--- src/rtl/alu_pkg.sv ---
// Package: alu_pkg -- opcodes, FSM states and shared widths for alu_seq.
package alu_pkg;
  localparam int ALU_OP_W = 4;

  typedef enum logic [ALU_OP_W-1:0] {
    OP_ADD  = 4'h0,
    OP_SUB  = 4'h1,
    OP_AND  = 4'h2,
    OP_OR   = 4'h3,
    OP_XOR  = 4'h4,
    OP_SLT  = 4'h5,
    OP_SLTU = 4'h6,
    OP_SLL  = 4'h7,
    OP_SRL  = 4'h8,
    OP_SRA  = 4'h9,
    OP_MUL  = 4'hA
  } alu_op_e;

  typedef enum logic [1:0] {
    IDLE = 2'd0,
    BUSY = 2'd1,
    DONE = 2'd2
  } alu_state_e;

  // Flags that travel with every registered result.
  typedef struct packed {
    logic z;
    logic c;
    logic v;
    logic err;
  } alu_flags_t;
endpackage

--- src/rtl/alu_seq_if.sv ---
// Interface: alu_seq_if -- operand/opcode request and result response of alu_seq.
interface alu_seq_if #(parameter int N = 8);
  import alu_pkg::*;

  logic                in_valid_i;
  logic                in_ready_o;
  logic [ALU_OP_W-1:0] sel_i;
  logic [N-1:0]        a_i;
  logic [N-1:0]        b_i;
  logic                out_valid_o;
  logic                out_ready_i;
  logic [N-1:0]        s_o;
  logic                z_o;
  logic                c_o;
  logic                v_o;
  logic                err_o;

  modport master (
    output in_valid_i, sel_i, a_i, b_i, out_ready_i,
    input  in_ready_o, out_valid_o, s_o, z_o, c_o, v_o, err_o
  );

  modport slave (
    input  in_valid_i, sel_i, a_i, b_i, out_ready_i,
    output in_ready_o, out_valid_o, s_o, z_o, c_o, v_o, err_o
  );
endinterface

--- src/rtl/alu_mul_iter.sv ---
// Module: alu_mul_iter -- unsigned shift-add multiplier, one step per cycle,
// N steps; only the low N product bits are kept. Built only with ALU_SEQ_MUL_EN.
`ifdef ALU_SEQ_MUL_EN
module alu_mul_iter #(
  parameter int N = 8
) (
  input  logic         clk_i,
  input  logic         rst_ni,
  input  logic         start_i,
  input  logic [N-1:0] a_i,
  input  logic [N-1:0] b_i,
  output logic         done_o,
  output logic [N-1:0] prod_o
);
  localparam int CW = $clog2(N+1);

  logic [N-1:0]  acc_q, acc_d;
  logic [N-1:0]  mcand_q, mcand_d;
  logic [N-1:0]  mplier_q, mplier_d;
  logic [CW-1:0] cnt_q, cnt_d;
  logic          done_q, done_d;

  // Load operands on start, then one conditional add + shift per cycle.
  always_comb begin
    acc_d    = acc_q;
    mcand_d  = mcand_q;
    mplier_d = mplier_q;
    cnt_d    = cnt_q;
    done_d   = 1'b0;
    if (start_i) begin
      acc_d    = '0;
      mcand_d  = a_i;
      mplier_d = b_i;
      cnt_d    = CW'(N);
    end else if (cnt_q != '0) begin
      if (mplier_q[0]) acc_d = acc_q + mcand_q;
      mcand_d  = mcand_q << 1;
      mplier_d = mplier_q >> 1;
      cnt_d    = cnt_q - CW'(1);
      done_d   = (cnt_q == CW'(1));
    end
  end

  // Datapath registers; reset discards any partial product.
  always_ff @(posedge clk_i or negedge rst_ni) begin
    if (!rst_ni) begin
      acc_q    <= '0;
      mcand_q  <= '0;
      mplier_q <= '0;
      cnt_q    <= '0;
      done_q   <= 1'b0;
    end else begin
      acc_q    <= acc_d;
      mcand_q  <= mcand_d;
      mplier_q <= mplier_d;
      cnt_q    <= cnt_d;
      done_q   <= done_d;
    end
  end

  // done pulses the cycle after the last step, when acc holds the final product.
  assign done_o = done_q;
  assign prod_o = acc_q;
endmodule
`endif

--- src/rtl/alu_seq.sv ---
// Module: alu_seq -- registered ALU with valid/ready on both sides.
// Single-cycle ops return one cycle after acceptance; with ALU_SEQ_MUL_EN
// defined, opcode A runs an iterative multiply (N+1 cycles), otherwise it is illegal.
module alu_seq
  import alu_pkg::*;
#(
  parameter int N = 8
) (
  input logic     clk_i,
  input logic     rst_ni,
  alu_seq_if.slave bus
);
  localparam int SHW = $clog2(N);

  alu_state_e     state_q, state_d;
  logic [N-1:0]   s_q, s_d;
  alu_flags_t     fl_q, fl_d;
  logic [N-1:0]   res;
  alu_flags_t     res_fl;
  logic [N:0]     sum;
  logic [SHW-1:0] sh;
  logic           accept;
  logic           is_mul;
  logic           mul_done;
  logic [N-1:0]   mul_prod;

  assign sh            = bus.b_i[SHW-1:0];
  assign bus.in_ready_o = (state_q == IDLE) | ((state_q == DONE) & bus.out_ready_i);
  assign accept        = bus.in_valid_i & bus.in_ready_o;

`ifdef ALU_SEQ_MUL_EN
  assign is_mul = (bus.sel_i == OP_MUL);

  alu_mul_iter #(.N(N)) u_mul (
    .clk_i  (clk_i),
    .rst_ni (rst_ni),
    .start_i(accept & is_mul),
    .a_i    (bus.a_i),
    .b_i    (bus.b_i),
    .done_o (mul_done),
    .prod_o (mul_prod)
  );
`else
  assign is_mul   = 1'b0;
  assign mul_done = 1'b0;
  assign mul_prod = '0;
`endif

  // Single-cycle op mux; ADD/SUB go N+1 wide so the top bit is carry/not-borrow.
  always_comb begin
    sum    = '0;
    res    = '0;
    res_fl = '0;
    case (bus.sel_i)
      OP_ADD: begin
        sum      = {1'b0, bus.a_i} + {1'b0, bus.b_i};
        res      = sum[N-1:0];
        res_fl.c = sum[N];
        res_fl.v = (bus.a_i[N-1] == bus.b_i[N-1]) & (sum[N-1] != bus.a_i[N-1]);
      end
      OP_SUB: begin
        sum      = {1'b0, bus.a_i} + {1'b0, ~bus.b_i} + (N+1)'(1);
        res      = sum[N-1:0];
        res_fl.c = sum[N];
        res_fl.v = (bus.a_i[N-1] != bus.b_i[N-1]) & (sum[N-1] != bus.a_i[N-1]);
      end
      OP_AND:  res = bus.a_i & bus.b_i;
      OP_OR:   res = bus.a_i | bus.b_i;
      OP_XOR:  res = bus.a_i ^ bus.b_i;
      OP_SLT:  res = {{(N-1){1'b0}}, $signed(bus.a_i) < $signed(bus.b_i)};
      OP_SLTU: res = {{(N-1){1'b0}}, bus.a_i < bus.b_i};
      OP_SLL:  res = bus.a_i << sh;
      OP_SRL:  res = bus.a_i >> sh;
      OP_SRA:  res = $unsigned($signed(bus.a_i) >>> sh);
`ifdef ALU_SEQ_MUL_EN
      OP_MUL:  res = '0;
`endif
      default: res_fl.err = 1'b1;
    endcase
    res_fl.z = (res == '0);
  end

  // FSM: accept from IDLE or from DONE on the same cycle the result is taken.
  always_comb begin
    state_d = state_q;
    s_d     = s_q;
    fl_d    = fl_q;
    case (state_q)
      IDLE, DONE: begin
        if (accept) begin
          if (is_mul) begin
            state_d = BUSY;
          end else begin
            state_d = DONE;
            s_d     = res;
            fl_d    = res_fl;
          end
        end else if ((state_q == DONE) && bus.out_ready_i) begin
          state_d = IDLE;
        end
      end
      BUSY: begin
        if (mul_done) begin
          state_d = DONE;
          s_d     = mul_prod;
          fl_d    = '0;
          fl_d.z  = (mul_prod == '0);
        end
      end
      default: state_d = IDLE;
    endcase
  end

  // State and output register; outputs only move when a result is loaded.
  always_ff @(posedge clk_i or negedge rst_ni) begin
    if (!rst_ni) begin
      state_q <= IDLE;
      s_q     <= '0;
      fl_q    <= '0;
    end else begin
      state_q <= state_d;
      s_q     <= s_d;
      fl_q    <= fl_d;
    end
  end

  assign bus.out_valid_o = (state_q == DONE);
  assign bus.s_o         = s_q;
  assign bus.z_o         = fl_q.z;
  assign bus.c_o         = fl_q.c;
  assign bus.v_o         = fl_q.v;
  assign bus.err_o       = fl_q.err;
endmodule

--- src/flat_wrapper.sv ---
// flat-port wrapper written by rule: the top's interface ports become plain ports
module alu_seq_flat import alu_pkg::*;
#(
  parameter int N = 8
)
  (clk_i, rst_ni, bus_in_valid_i, bus_sel_i, bus_a_i, bus_b_i, bus_out_ready_i, bus_in_ready_o, bus_out_valid_o, bus_s_o, bus_z_o, bus_c_o, bus_v_o, bus_err_o);
  alu_seq_if #(.N(N)) bus_i ();
  input logic clk_i;
  input logic rst_ni;
  input wire logic [$bits(bus_i.in_valid_i)-1:0] bus_in_valid_i;
  input wire logic [$bits(bus_i.sel_i)-1:0] bus_sel_i;
  input wire logic [$bits(bus_i.a_i)-1:0] bus_a_i;
  input wire logic [$bits(bus_i.b_i)-1:0] bus_b_i;
  input wire logic [$bits(bus_i.out_ready_i)-1:0] bus_out_ready_i;
  output wire logic [$bits(bus_i.in_ready_o)-1:0] bus_in_ready_o;
  output wire logic [$bits(bus_i.out_valid_o)-1:0] bus_out_valid_o;
  output wire logic [$bits(bus_i.s_o)-1:0] bus_s_o;
  output wire logic [$bits(bus_i.z_o)-1:0] bus_z_o;
  output wire logic [$bits(bus_i.c_o)-1:0] bus_c_o;
  output wire logic [$bits(bus_i.v_o)-1:0] bus_v_o;
  output wire logic [$bits(bus_i.err_o)-1:0] bus_err_o;
  assign bus_i.in_valid_i = bus_in_valid_i;
  assign bus_i.sel_i = bus_sel_i;
  assign bus_i.a_i = bus_a_i;
  assign bus_i.b_i = bus_b_i;
  assign bus_i.out_ready_i = bus_out_ready_i;
  assign bus_in_ready_o = bus_i.in_ready_o;
  assign bus_out_valid_o = bus_i.out_valid_o;
  assign bus_s_o = bus_i.s_o;
  assign bus_z_o = bus_i.z_o;
  assign bus_c_o = bus_i.c_o;
  assign bus_v_o = bus_i.v_o;
  assign bus_err_o = bus_i.err_o;
  alu_seq #(.N(N)) u_core (.clk_i(clk_i), .rst_ni(rst_ni), .bus(bus_i));
endmodule
--- config.mk ---
export PLATFORM = sky130hd
export DESIGN_NAME = alu_seq_flat
export DESIGN_NICKNAME = d
export VERILOG_FILES = /design/src/rtl/alu_pkg.sv /design/src/rtl/alu_seq_if.sv /design/src/rtl/alu_mul_iter.sv /design/src/rtl/alu_seq.sv /design/src/flat_wrapper.sv
export SDC_FILE = /design/constraint.sdc
export NUM_CORES = 1
export LEC_CHECK = 0
export CAP_MARGIN = 5
export CELL_PAD_IN_SITES_DETAIL_PLACEMENT = 0
export CELL_PAD_IN_SITES_GLOBAL_PLACEMENT = 1
export CORE_AREA = 2 2 81 91
export DETAILED_ROUTE_END_ITERATION = 12
export DIE_AREA = 0 0 83 93
export GPL_TIMING_DRIVEN = 0
export PLACE_DENSITY = 0.86
export SYNTH_ARGS = -nofsm -noshare
export SYNTH_HDL_FRONTEND = slang
export SYNTH_SLANG_ARGS = --single-unit
--- constraint.sdc ---
create_clock -name clk_i -period 1.45 [get_ports clk_i]
set_input_delay 0.145 -clock clk_i [delete_from_list [all_inputs] [get_ports clk_i]]
set_output_delay 0.145 -clock clk_i [all_outputs]
set_load 0.005 [all_outputs]
==> run_summary.xml, run 1 <==
<?xml version="1.0" encoding="UTF-8"?>
<metrics>
  <group name="critical_path">
    <metric name="timing.critical_path.to_type" unit="">register</metric>
    <metric name="timing_worst_setup_path_type" unit="">in -&gt; reg</metric>
    <metric name="critPathMaxStageDelay" unit="ps">390</metric>
    <metric name="critPathLaunchType" unit="">input port</metric>
    <metric name="crit_required" unit="ps">1640</metric>
    <metric name="cp_max_fo" unit="">3</metric>
    <metric name="cp_slowest_cell" unit="">sky130_fd_sc_hd__fa_2</metric>
    <metric name="cp_cell_sequence" unit="">buf_12 &gt; inv_12 &gt; ha_4 &gt; fa_2 &gt; or2_4 &gt; a221oi_4 &gt; nor4_1 &gt; o21ai_1 &gt; nand4_1 &gt; nor4_2 &gt; a41o_1</metric>
    <metric name="arrival_time_of_data_at_the_critical_path_endpoint" unit="ps">2230</metric>
  </group>
  <group name="yosys">
    <metric name="ys_types" unit="">70</metric>
    <metric name="prevailing_post_synth_register_cell" unit="">sky130_fd_sc_hd__dfrtp_1</metric>
    <metric name="post_synth.cell_area_avg" unit="µm²">7.57</metric>
    <metric name="synth_top_cells_by_area" unit="">sky130_fd_sc_hd__dfrtp_1 13%, sky130_fd_sc_hd__ha_1 13%, sky130_fd_sc_hd__nor2_1 5.4%</metric>
    <metric name="syn_area" unit="µm²">2450</metric>
    <metric name="ys_warn_count" unit="">0</metric>
    <metric name="number_of_nets_produced_by_synthesis" unit="">375</metric>
    <metric name="post-synth-top-area-cell" unit="">sky130_fd_sc_hd__dfrtp_1</metric>
    <metric name="ys_ff_latch" unit="">13</metric>
    <metric name="synth-edff-count" unit="">0</metric>
    <metric name="synth_seq_area_share" unit="">0.133</metric>
    <metric name="synth_cells" unit="">324</metric>
    <metric name="synth_top_cell_area_share" unit="">0.133</metric>
    <metric name="fraction_of_registers_with_async_set_or_reset_after_synthesis" unit="">1.00</metric>
  </group>
  <group name="run">
    <metric name="max-cap-violations" unit="">0</metric>
  </group>
  <group name="worst_hold_path">
    <metric name="min_path_type" unit="">in -&gt; async</metric>
  </group>
  <group name="clocking">
    <metric name="cts-root-buf" unit="">sky130_fd_sc_hd__clkbuf_8</metric>
    <metric name="worst_setup_hold_path_clk_slew" unit="ps">60</metric>
    <metric name="clock-sinks" unit="">13</metric>
    <metric name="htree_num_levels" unit="">1</metric>
    <metric name="cts_tree" unit="">done</metric>
    <metric name="numCtsBuffers" unit="">3</metric>
    <metric name="max-clock-path-buffers" unit="">2</metric>
    <metric name="worst_skew_pair_latency" unit="ps">250</metric>
  </group>
  <group name="timing">
    <metric name="minimum_clock_period_after_layout" unit="ps">2040</metric>
    <metric name="final_hold_violation_count" unit="">0</metric>
    <metric name="worst_clock_skew" unit="ps">3.24</metric>
    <metric name="tightest_slew" unit="ps">670</metric>
    <metric name="hold_slack" unit="ps">264</metric>
    <metric name="finalCritPeriodShare" unit="">1.41</metric>
    <metric name="maxSlewHeadroom" unit="">0.550</metric>
    <metric name="setup-violations-final" unit="">11</metric>
    <metric name="timing.final.ws_setup" unit="ps">-590</metric>
    <metric name="timing_max_transition_violations_final" unit="">0</metric>
    <metric name="fmaxAchievable" unit="GHz">0.490</metric>
    <metric name="unrepaired_setup_endpoints_after_global_routing" unit="">true</metric>
  </group>
  <group name="placement">
    <metric name="post_placement_cell_area" unit="µm²">3100</metric>
    <metric name="worst_slack_placed" unit="ps">-1630</metric>
    <metric name="detailedPlacementHpwl" unit="µm">6420</metric>
    <metric name="place_congestion" unit="">0.890</metric>
    <metric name="placement.io_buffers" unit="">37</metric>
  </group>
  <group name="cells_and_area">
    <metric name="final_layout_size_suffix_gt1_frac" unit="">0.321</metric>
    <metric name="antenna-diode-count" unit="">0</metric>
    <metric name="final_area" unit="µm²">3620</metric>
    <metric name="finalNetCount" unit="">442</metric>
    <metric name="layout-area-overhead-vs-synth" unit="%">47.4</metric>
  </group>
  <group name="floorplanning">
    <metric name="fp.dieH" unit="µm">93</metric>
    <metric name="floorplan.core_area" unit="µm²">6850</metric>
    <metric name="die_area" unit="µm²">7720</metric>
    <metric name="row_count" unit="">32</metric>
    <metric name="die_width" unit="µm">83</metric>
    <metric name="io_count" unit="">38</metric>
    <metric name="initial_core_util" unit="">0.358</metric>
  </group>
  <group name="power_and_ir_drop">
    <metric name="power.static_leakage" unit="nW">1.53</metric>
    <metric name="max-vdd-ir-drop" unit="mV">0.528</metric>
    <metric name="power" unit="W">0.00194</metric>
    <metric name="pwr_density_cell" unit="nW/µm²">535</metric>
  </group>
  <group name="route">
    <metric name="vias_per_cell" unit="">5.90</metric>
    <metric name="drt_first_iter_violations" unit="">269</metric>
    <metric name="wirelength" unit="µm">8510</metric>
    <metric name="wl_per_cell" unit="µm">17.9</metric>
    <metric name="drt_first_pass_iters" unit="">7</metric>
    <metric name="detailroute.via_count" unit="">2801</metric>
    <metric name="detail-route-antenna-nets" unit="">0</metric>
    <metric name="post-route-drc-count" unit="">0</metric>
  </group>
  <group name="global_routing">
    <metric name="grt.overflow.total" unit="">0</metric>
    <metric name="first_global_vias" unit="">2665</metric>
    <metric name="grt_pass1_wl" unit="µm">13400</metric>
    <metric name="initial_antenna_violation_count" unit="">0</metric>
    <metric name="pin_count_of_the_biggest_net_entering_global_routing" unit="">14</metric>
    <metric name="global_route.usage.total" unit="">0.213</metric>
  </group>
  <group name="outcome">
    <metric name="violations" unit="">negative setup slack</metric>
    <metric name="outcome" unit="">finished with violations</metric>
  </group>
</metrics>
==> sequential cells by signal (all words and copies together) (netlist names) <==
signal	cells
u_core.bus.c_o	1
u_core.state_q	1
u_core.bus.s_o	8
u_core.bus.v_o	1
u_core.bus.z_o	1
u_core.bus.err_o	1
==> through the flow <==
stage | std cells | TNS [ps] | util
6_report | 475 | -4550 | 0.528
5_1_grt | 475 | -5220 | 0.528
4_1_cts | 468 | -4270 | 0.510
3_5_place_dp | 446 | -14980 | 0.452
3_3_place_gp | 446 | -14590 | 0.452
2_1_floorplan | 324 | -3420 | -
==> Yosys cell counts (all sizes together), types with 8 or more instances <==
master,instances
dfrtp,13
o21ai,23
a21oi,17
nand2b,11
inv,27
buf,16
mux2i,11
nor3,8
nand2,28
nand3,8
nor2,36
ha,25
==> routing by layer <==
metal | global-route usage | wire length (µm) | share of wire | vias to the layer above
met1 | 0.286 | 3770 | 0.44 | 1334
met4 | 0.0997 | 302 | 0.035 | 0
met3 | 0.0221 | 555 | 0.065 | 29
met5 | 0 | 0 | 0 | -
met2 | 0.347 | 3880 | 0.46 | 139
li1 | - | - | - | 1299
==> area by class of cell <==
cell class              count  area [µm²]
inverters                  28         125
plain buffers              21         195
clock inverters             1        5.00
repair buffers             63         584
clock buffers               3        41.3
multi-input cells         261        2230
well taps                  85         106
fillers                   643        3230
flip-flops and latches     13         325
==> placed cells by master, fill, tap and decap left out, types with 6 or more instances in the layout <==
| cell | instances |
|---|---|
| sky130_fd_sc_hd__inv_1 | 19 |
| sky130_fd_sc_hd__buf_4 | 29 |
| sky130_fd_sc_hd__o21ai_1 | 12 |
| sky130_fd_sc_hd__clkdlybuf4s50_1 | 18 |
| sky130_fd_sc_hd__o21ai_0 | 10 |
| sky130_fd_sc_hd__dlygate4sd2_1 | 8 |
| sky130_fd_sc_hd__buf_6 | 8 |
| sky130_fd_sc_hd__nor2_1 | 32 |
| sky130_fd_sc_hd__mux2i_1 | 10 |
| sky130_fd_sc_hd__ha_4 | 9 |
| sky130_fd_sc_hd__ha_1 | 15 |
| sky130_fd_sc_hd__nand2_1 | 27 |
| sky130_fd_sc_hd__a21oi_1 | 13 |
| sky130_fd_sc_hd__nand2b_1 | 9 |
| sky130_fd_sc_hd__nand3_1 | 6 |
| sky130_fd_sc_hd__inv_2 | 6 |
| sky130_fd_sc_hd__buf_2 | 7 |
| sky130_fd_sc_hd__nor3_1 | 7 |
| sky130_fd_sc_hd__o211ai_1 | 6 |
| sky130_fd_sc_hd__dfrtp_1 | 13 |
==> final timing paths <==
check	startpoint	end	slack, ps	cells past startpoint
min in group clk_i	u_core.bus.s_o[4]	u_core.bus.s_o[4]	470	2
max	bus_a_i[0]	u_core.bus.z_o	-590	11
max in group asynchronous	rst_ni	u_core.bus.s_o[1]	810	1
min	rst_ni	u_core.bus.c_o	260	1
max reg2reg	u_core.state_q[1]	u_core.bus.z_o	-150	7
min reg2reg	u_core.bus.s_o[4]	u_core.bus.s_o[4]	470	2
==> power breakdown <==
part           switching (W)  leakage [nW]  internal (W)  total, W
registers          0.0000233         0.168      0.000406  0.000430
logic               0.000598          1.34      0.000579   0.00118
clock network       0.000139        0.0255      0.000190  0.000329
total               0.000760          1.53       0.00118   0.00194
==> timing repair <==
action / 4_1_cts / 5_1_grt
gates cloned: 1 / 0
hold buffers: 0 / 0
setup endpoints to repair: 11 / 12
setup buffers: 18 / 7
pin swaps: 25 / 16
gates resized for setup: 114 / 20
==> critical path, delay by kind of cell <==
kind	cells	cell delay, ps
buffers and inverters	2	130
AOI/OAI and AO/OA	3	600
and+or+nand+nor	4	820
adders and majority gates	2	540
==> logic make-up after synthesis <==
logic type / count (synthesis) / synth area share
flops: 13 / 0.133
xor+xnor: 4 / 0.0143
simple gates: 118 / 0.243
mux: 20 / 0.109
buf+inv: 50 / 0.0959
fa+ha+maj: 27 / 0.144
compound gates: 92 / 0.262
Power figures use the tool's default switching activity.
==> run 2: changes to the inputs <==
CORE_AREA = 2 2 75 84   (was 2 2 81 91)
DIE_AREA = 0 0 77 86   (was 0 0 83 93)
PLACE_DENSITY = 0.94   (was 0.86)
SLEW_MARGIN = 30   (was not set)
clock period = 2.6 ns   (was 1.45 ns; I/O delays follow)
==> run_summary.xml, run 2 (synthesis results as in run 1) <==
<?xml version="1.0" encoding="UTF-8"?>
<metrics>
  <group name="critical_path">
    <metric name="crit_required" unit="ps">2780</metric>
    <metric name="crit-reg2reg-capture" unit="">u_core.bus.z_o</metric>
    <metric name="cp_max_fo" unit="">11</metric>
    <metric name="worstRegToRegCells" unit="">7</metric>
    <metric name="arrival_time_of_data_at_the_critical_path_endpoint" unit="ps">2670</metric>
    <metric name="critPathLaunchType" unit="">input port</metric>
    <metric name="regToRegSetupSlack" unit="ps">860</metric>
    <metric name="timing.critical_path.to_type" unit="">register</metric>
    <metric name="worst_r2r_startpoint" unit="">u_core.state_q[1]</metric>
    <metric name="timing_worst_setup_path_type" unit="">in -&gt; reg</metric>
    <metric name="crit_path_start" unit="">bus_b_i[1]</metric>
  </group>
  <group name="floorplanning">
    <metric name="die_width" unit="µm">77</metric>
    <metric name="io_count" unit="">38</metric>
    <metric name="floorplan.core_area" unit="µm²">5730</metric>
    <metric name="die_area" unit="µm²">6620</metric>
    <metric name="fp.dieH" unit="µm">86</metric>
    <metric name="row_count" unit="">29</metric>
    <metric name="initial_core_util" unit="">0.428</metric>
  </group>
  <group name="clocking">
    <metric name="max-clock-path-buffers" unit="">2</metric>
    <metric name="worst_setup_hold_path_clk_slew" unit="ps">50</metric>
    <metric name="cts-root-buf" unit="">sky130_fd_sc_hd__clkbuf_8</metric>
    <metric name="worst_skew_pair_latency" unit="ps">240</metric>
    <metric name="clock-sinks" unit="">13</metric>
    <metric name="numCtsBuffers" unit="">3</metric>
    <metric name="cts_tree" unit="">done</metric>
    <metric name="htree_num_levels" unit="">1</metric>
  </group>
  <group name="global_routing">
    <metric name="grt.overflow.total" unit="">0</metric>
    <metric name="grt_util_met1" unit="">0.307</metric>
    <metric name="initial_antenna_violation_count" unit="">0</metric>
    <metric name="grt_most_used_layer" unit="">met2</metric>
    <metric name="met2_usage" unit="">0.408</metric>
    <metric name="grt_pass1_wl" unit="µm">12500</metric>
    <metric name="global_route.usage.total" unit="">0.237</metric>
    <metric name="pin_count_of_the_biggest_net_entering_global_routing" unit="">14</metric>
    <metric name="use_met3" unit="">0.0147</metric>
    <metric name="first_global_vias" unit="">2503</metric>
  </group>
  <group name="cells_and_area">
    <metric name="layout-area-overhead-vs-synth" unit="%">25.6</metric>
    <metric name="antenna-diode-count" unit="">0</metric>
    <metric name="final_layout_size_suffix_gt1_frac" unit="">0.158</metric>
    <metric name="flip_flop_count_of_the_largest_register_all_copies_and_words_added" unit="">8</metric>
    <metric name="finalNetCount" unit="">418</metric>
    <metric name="layout.core_utilization" unit="">0.538</metric>
    <metric name="layout_commonest_cell" unit="">sky130_fd_sc_hd__nor2_1</metric>
    <metric name="layout_common_cells" unit="">35 x sky130_fd_sc_hd__nor2_1, 28 x sky130_fd_sc_hd__nand2_1, 27 x sky130_fd_sc_hd__inv_1, 27 x sky130_fd_sc_hd__clkdlybuf4s50_1, 20 x sky130_fd_sc_hd__ha_1</metric>
    <metric name="nFillCells" unit="">603</metric>
  </group>
  <group name="power_and_ir_drop">
    <metric name="max-vdd-ir-drop" unit="mV">0.175</metric>
    <metric name="pwr_density_cell" unit="nW/µm²">307</metric>
    <metric name="power.static_leakage" unit="nW">1.33</metric>
  </group>
  <group name="route">
    <metric name="post-route-drc-count" unit="">0</metric>
    <metric name="vias_per_cell" unit="">5.98</metric>
    <metric name="detail-route-antenna-nets" unit="">0</metric>
    <metric name="wirelength" unit="µm">7670</metric>
    <metric name="drt_first_iter_violations" unit="">237</metric>
    <metric name="drt_first_pass_iters" unit="">5</metric>
    <metric name="detailroute.via_count" unit="">2647</metric>
    <metric name="wl_per_cell" unit="µm">17.3</metric>
  </group>
  <group name="placement">
    <metric name="placement.io_buffers" unit="">37</metric>
    <metric name="place_congestion" unit="">1.01</metric>
    <metric name="detailedPlacementHpwl" unit="µm">6120</metric>
    <metric name="worst_slack_placed" unit="ps">-909</metric>
  </group>
  <group name="timing">
    <metric name="unrepaired_setup_endpoints_after_global_routing" unit="">false</metric>
    <metric name="fmaxAchievable" unit="GHz">0.401</metric>
    <metric name="timing.final.ws_setup" unit="ps">107</metric>
    <metric name="setup_tns" unit="ps">0</metric>
    <metric name="maxSlewHeadroom" unit="">0.357</metric>
    <metric name="worst_clock_skew" unit="ps">1.20</metric>
    <metric name="finalCritPeriodShare" unit="">0.959</metric>
    <metric name="minimum_clock_period_after_layout" unit="ps">2490</metric>
    <metric name="final_hold_violation_count" unit="">0</metric>
    <metric name="hold_slack" unit="ps">365</metric>
    <metric name="setup-violations-final" unit="">0</metric>
    <metric name="tightest_slew" unit="ps">956</metric>
    <metric name="timing_max_transition_violations_final" unit="">0</metric>
  </group>
  <group name="worst_hold_path">
    <metric name="min_path_type" unit="">in -&gt; async</metric>
  </group>
  <group name="outcome">
    <metric name="outcome" unit="">finished, final reports clean</metric>
  </group>
  <group name="run">
    <metric name="max-cap-violations" unit="">0</metric>
  </group>
</metrics>
==> run 2: how the worst max path moves through the flow <==
stage / slack [ps] / endpoint / depth (start not counted)
2_1_floorplan: 160 / u_core.bus.v_o / 10
3_3_place_gp: -930 / u_core.bus.z_o / 12
3_5_place_dp: -910 / u_core.bus.z_o / 12
4_1_cts: 20 / u_core.bus.z_o / 10
5_1_grt: 2 / u_core.bus.z_o / 10
6_report: 110 / u_core.bus.z_o / 12
==> run 2: metal layers <==
metal / share of wire / vias to the layer above / wire length [µm]
met2: 0.48 / 126 / 3670
met1: 0.42 / 1243 / 3220
met5: 0 / - / 0
li1: - / 1258 / -
met4: 0.038 / 0 / 289
met3: 0.065 / 20 / 500
==> run 2: metrics by stage <==
stage,cells,total power [W],instance area [µm²]
after global routing,443,0.00101,3080
after CTS,443,0.000932,3040
after detailed placement,438,0.000738,2920
after global placement,438,0.000732,2920
after floorplan,324,0.000546,2450
final,443,0.000945,3080
==> run 2: critical path, stage by stage <==
cell                              delay [ps]
sky130_fd_sc_hd__clkdlybuf4s15_2         250
sky130_fd_sc_hd__buf_4                   190
sky130_fd_sc_hd__inv_1                    70
sky130_fd_sc_hd__clkbuf_4                210
sky130_fd_sc_hd__ha_4                    280
sky130_fd_sc_hd__a211oi_4                310
sky130_fd_sc_hd__buf_4                   180
sky130_fd_sc_hd__o31ai_1                  80
sky130_fd_sc_hd__xnor2_1                 200
sky130_fd_sc_hd__o211ai_1                160
sky130_fd_sc_hd__nor4_2                  290
sky130_fd_sc_hd__a41o_1                  200
==> run 2: power breakdown <==
group	total, W	switching, W	internal, W
clock	0.000174	0.0000667	0.000108
sequential	0.000239	0.0000125	0.000227
combinational	0.000532	0.000287	0.000244
total	0.000945	0.000366	0.000579
==> run 2: repair_timing <==
item / CTS / global route
endpoints found under the setup margin: 9 / 7
gates resized for setup: 24 / 19
hold buffers: 0 / 0
pin swaps: 5 / 3
endpoints found under the hold margin: 0 / 0
buffers inserted: 1 / 0
==> run 2: cell type report <==
class	count	area, µm²	share of cell area
inverter	28	110	0.0357
multi-input combinational	261	1990	0.646
buffer	22	138	0.0447
sequential	13	325	0.106
timing repair buffer	38	378	0.123
clock buffer	4	45.0	0.0146
tap	77	96.3	0.0313
==> patch 1, RTL diff (flow settings as in run 1) <==
Register the output `bus.err_o`; this adds one clock of latency there.
--- a/src/rtl/alu_seq.sv
+++ b/src/rtl/alu_seq.sv
@@ -129,6 +129,8 @@
   assign bus.z_o         = fl_q.z;
   assign bus.c_o         = fl_q.c;
   assign bus.v_o         = fl_q.v;
-  assign bus.err_o       = fl_q.err;
+  always_ff @(posedge clk_i) begin
+    bus.err_o <= fl_q.err;
+  end
 endmodule
 
Function: changed (a bounded check fails within 4 cycles, from zero or initial values and one cycle with rst_ni low).
==> patch 1 against run 1 <==
- the run still ends with negative setup slack left
- worst setup slack worse by 0.37 ns
- final area rose by 4.7%
- total power increased by 7.0%
- core utilization is 2.5 points higher
- via count decreased by 6.3%
- critical endpoint unchanged
- worst hold slack lost 0.0012 ns
- synthesized area shrank 6.3%
- sequential share of layout area increased by 0.12 points
- critical path depth is 2 lower
- sequential cell count increased by 1
- maximum frequency shrank 15%
- critical path type unchanged
- routed wire length decreased by 3.2%
- die area did not move
==> patch 1: results (changes against run 1) <==
Max incr delay on CP: 0.52 ns (+0.13 ns)
Routability cong.: 0.8692 (-2.3%)
GR Util met3: 0.02030 (-0.001765)
Synth cell count leaders: 25 x ha_1, 24 x inv_1, 19 x nor2_1
Synth Instances: 281 (-13%)
Fill count: 571 (-11%)
Register area share after synthesis: 0.1502 (+0.01766)
Global-route wire length before repair: 12.59 mm (-5.7%)
M1 WL: 3.331 mm (-12%)
Failing checks: negative setup slack
Vias in the first global route: 2,564 (-3.8%)
Reg-to-reg slack, setup: -0.38 ns (-0.23 ns)
Sequential share of power: 0.228 (+0.006)
Met1 usage: 0.2390 (-0.04661)
Slew headroom: 0.5427 (-0.007212)
Cells after DPL: 402 (-9.9%)
DRT iter0 DRCs: 186 (-31%)
Grt met2 use: 0.3743 (+0.02755)
Detailed Place HPWL: 5.719 mm (-11%)
Outcome: finished with violations
Asr flop ratio synth: 0.9286 (-0.07143)
Critical-path top delay cell: or4_1
GRT Util Overall: 0.2015 (-0.01193)
Final Skew: 0.002672 ns (-0.0005681 ns)
Routed met2 length: 4.209 mm (+8.5%)
CP delay by family, top: compound AO/OA/AOI/OAI gates
Synth Net Count: 332 (-11%)
Layout cell share with drive strength beyond 1: 0.4460 (+0.1255)
TNS Setup: -5.233 ns (-0.6877 ns)
Synth top area cells: dfrtp_1 14%, ha_1 14%, mux2i_1 4.8%, inv_1 3.9%, nor2_1 3.1%
Total Routed Length: 8.236 mm (-3.2%)
Arr. time, crit path: 2.56 ns (+0.33 ns)
Total iterations of the first detailed-routing run: 5 (-2)
LEAKAGE: 0.001607 uW (+4.9%)
Setup WS post-layout: -0.9589 ns (-0.3690 ns)
Layout Nets: 413 (-6.6%)
Met3 WL: 467 um (-16%)
Port buffer count: 36 (-2.7%)
Clock share of power: 0.185 (+0.015)
Synth Flop Type: dfrtp_1
Setup violators final: 11 (unchanged)
[patch 1: what timing repair did]
item	4_1_cts	5_1_grt
gates cloned	1	0
pin swaps	47	11
endpoints found under the setup margin	12	12
hold buffers	0	0
gates resized for setup	174	29
setup buffers	33	8
[patch 1: stage by stage]
stage	utilization	setup WS, ns	hold WS, ns	area, um^2
global route	0.5534	-1.023	0.3016	3789
floorplan	-	-0.8787	-0.1506	2492
CTS	0.5340	-1.053	0.2848	3656
detailed placement	0.4322	-1.927	0.3625	2959
finish	0.5534	-0.9589	0.2623	3789
global placement	0.4322	-1.922	0.3559	2959
[patch 1: cells by family after synthesis]
group                    share of synthesized area
AO/OA/AOI/OAI                               0.2885
buffers and inverters                      0.07403
flip-flops                                  0.1502
adder cells (fa/ha/maj)                     0.1535
multiplexers                                0.1165
AND/OR/NAND/NOR                             0.2134
XOR/XNOR                                  0.003811
[patch 1: cell type report]
class | instances | area [um^2] | share of cell area
tap | 85 | 106.4 | 0.02807
buffer | 17 | 200.2 | 0.05284
sequential | 14 | 345.3 | 0.09115
multi-input combinational | 224 | 2256 | 0.5954
clock buffer | 4 | 55.05 | 0.01453
inverter | 24 | 106.4 | 0.02807
timing repair buffer | 78 | 719.4 | 0.1899
[patch 1: path summary, 6_finish.rpt]
kind / startpoint / to / cells past startpoint
hold / removal: rst_ni / u_core.fl_q[0] / 1
setup reg to reg: u_core.state_q[1] / u_core.bus.z_o / 6
hold reg to reg: u_core.fl_q[0] / u_core.bus.err_o / 0
max in group asynchronous: rst_ni / u_core.bus.z_o / 1
setup / recovery: bus_b_i[0] / u_core.bus.z_o / 9
min in group clk_i: u_core.fl_q[0] / u_core.bus.err_o / 0
==> patch 2, RTL diff (config.mk and constraints of run 1) <==
Made on the original files. Add a define of `ALU_SEQ_MUL_EN`.
--- a/src/rtl/alu_mul_iter.sv
+++ b/src/rtl/alu_mul_iter.sv
@@ -1,5 +1,7 @@
 // Module: alu_mul_iter -- unsigned shift-add multiplier, one step per cycle,
 // N steps; only the low N product bits are kept. Built only with ALU_SEQ_MUL_EN.
+`define ALU_SEQ_MUL_EN
+
 `ifdef ALU_SEQ_MUL_EN
 module alu_mul_iter #(
   parameter int N = 8
Check against the original RTL: not equivalent (Yosys sat finds a counterexample within 4 cycles, from zero or initial values and one cycle with rst_ni low).
==> patch 2 against run 1 <==
- the run now fails in global placement
- synthesized area is 69% higher
==> patch 2: results (changes against run 1) <==
Outcome: aborted with a tool error
Fail Step: global placement
Tool Error: [ERROR GPL-0301] Utilization 100.723 % exceeds 100%.
Register area share after synthesis: 0.2594 (+0.1268)
Netlist cell types: 72 (+2.9%)
Syn avg cell area: 8.517 um^2 (+12%)
Register bit count reported by yosys: 43 (+30)
Synth top area cells: dfrtp_1 26%, ha_1 11%, mux2i_1 5.3%, mux4_2 4.3%, nand2_1 4.3%
Synth Flop Type: dfrtp_1
Synth Net Count: 549 (+46%)
Synth Warn #: 0 (unchanged)
Asr flop ratio synth: 1.000 (unchanged)
Synth cell count leaders: 47 x nand2_1, 43 x dfrtp_1, 35 x ha_1
Cell Area, Synth: 0.004148 mm^2 (+69%)
Port buffer count: 36 (-2.7%)
## patch 2: changes by cell type after synthesis, moves of 10 or more
cell,before,now
nor2b_1,3,13
dfrtp_1,13,43
nand2_1,28,47
nor2_1,35,24
mux2i_1,11,22
o21ai_0,20,33
a21oi_1,17,32
ha_1,25,35
## patch 2: kinds of logic after synthesis
family,Yosys count,synth area share
buffers and inverters,66,0.07209
multiplexers,32,0.1020
AND/OR/NAND/NOR,165,0.2166
AO/OA/AOI/OAI,136,0.2151
adder cells (fa/ha/maj),38,0.1201
flip-flops,43,0.2594
XOR/XNOR,7,0.01478
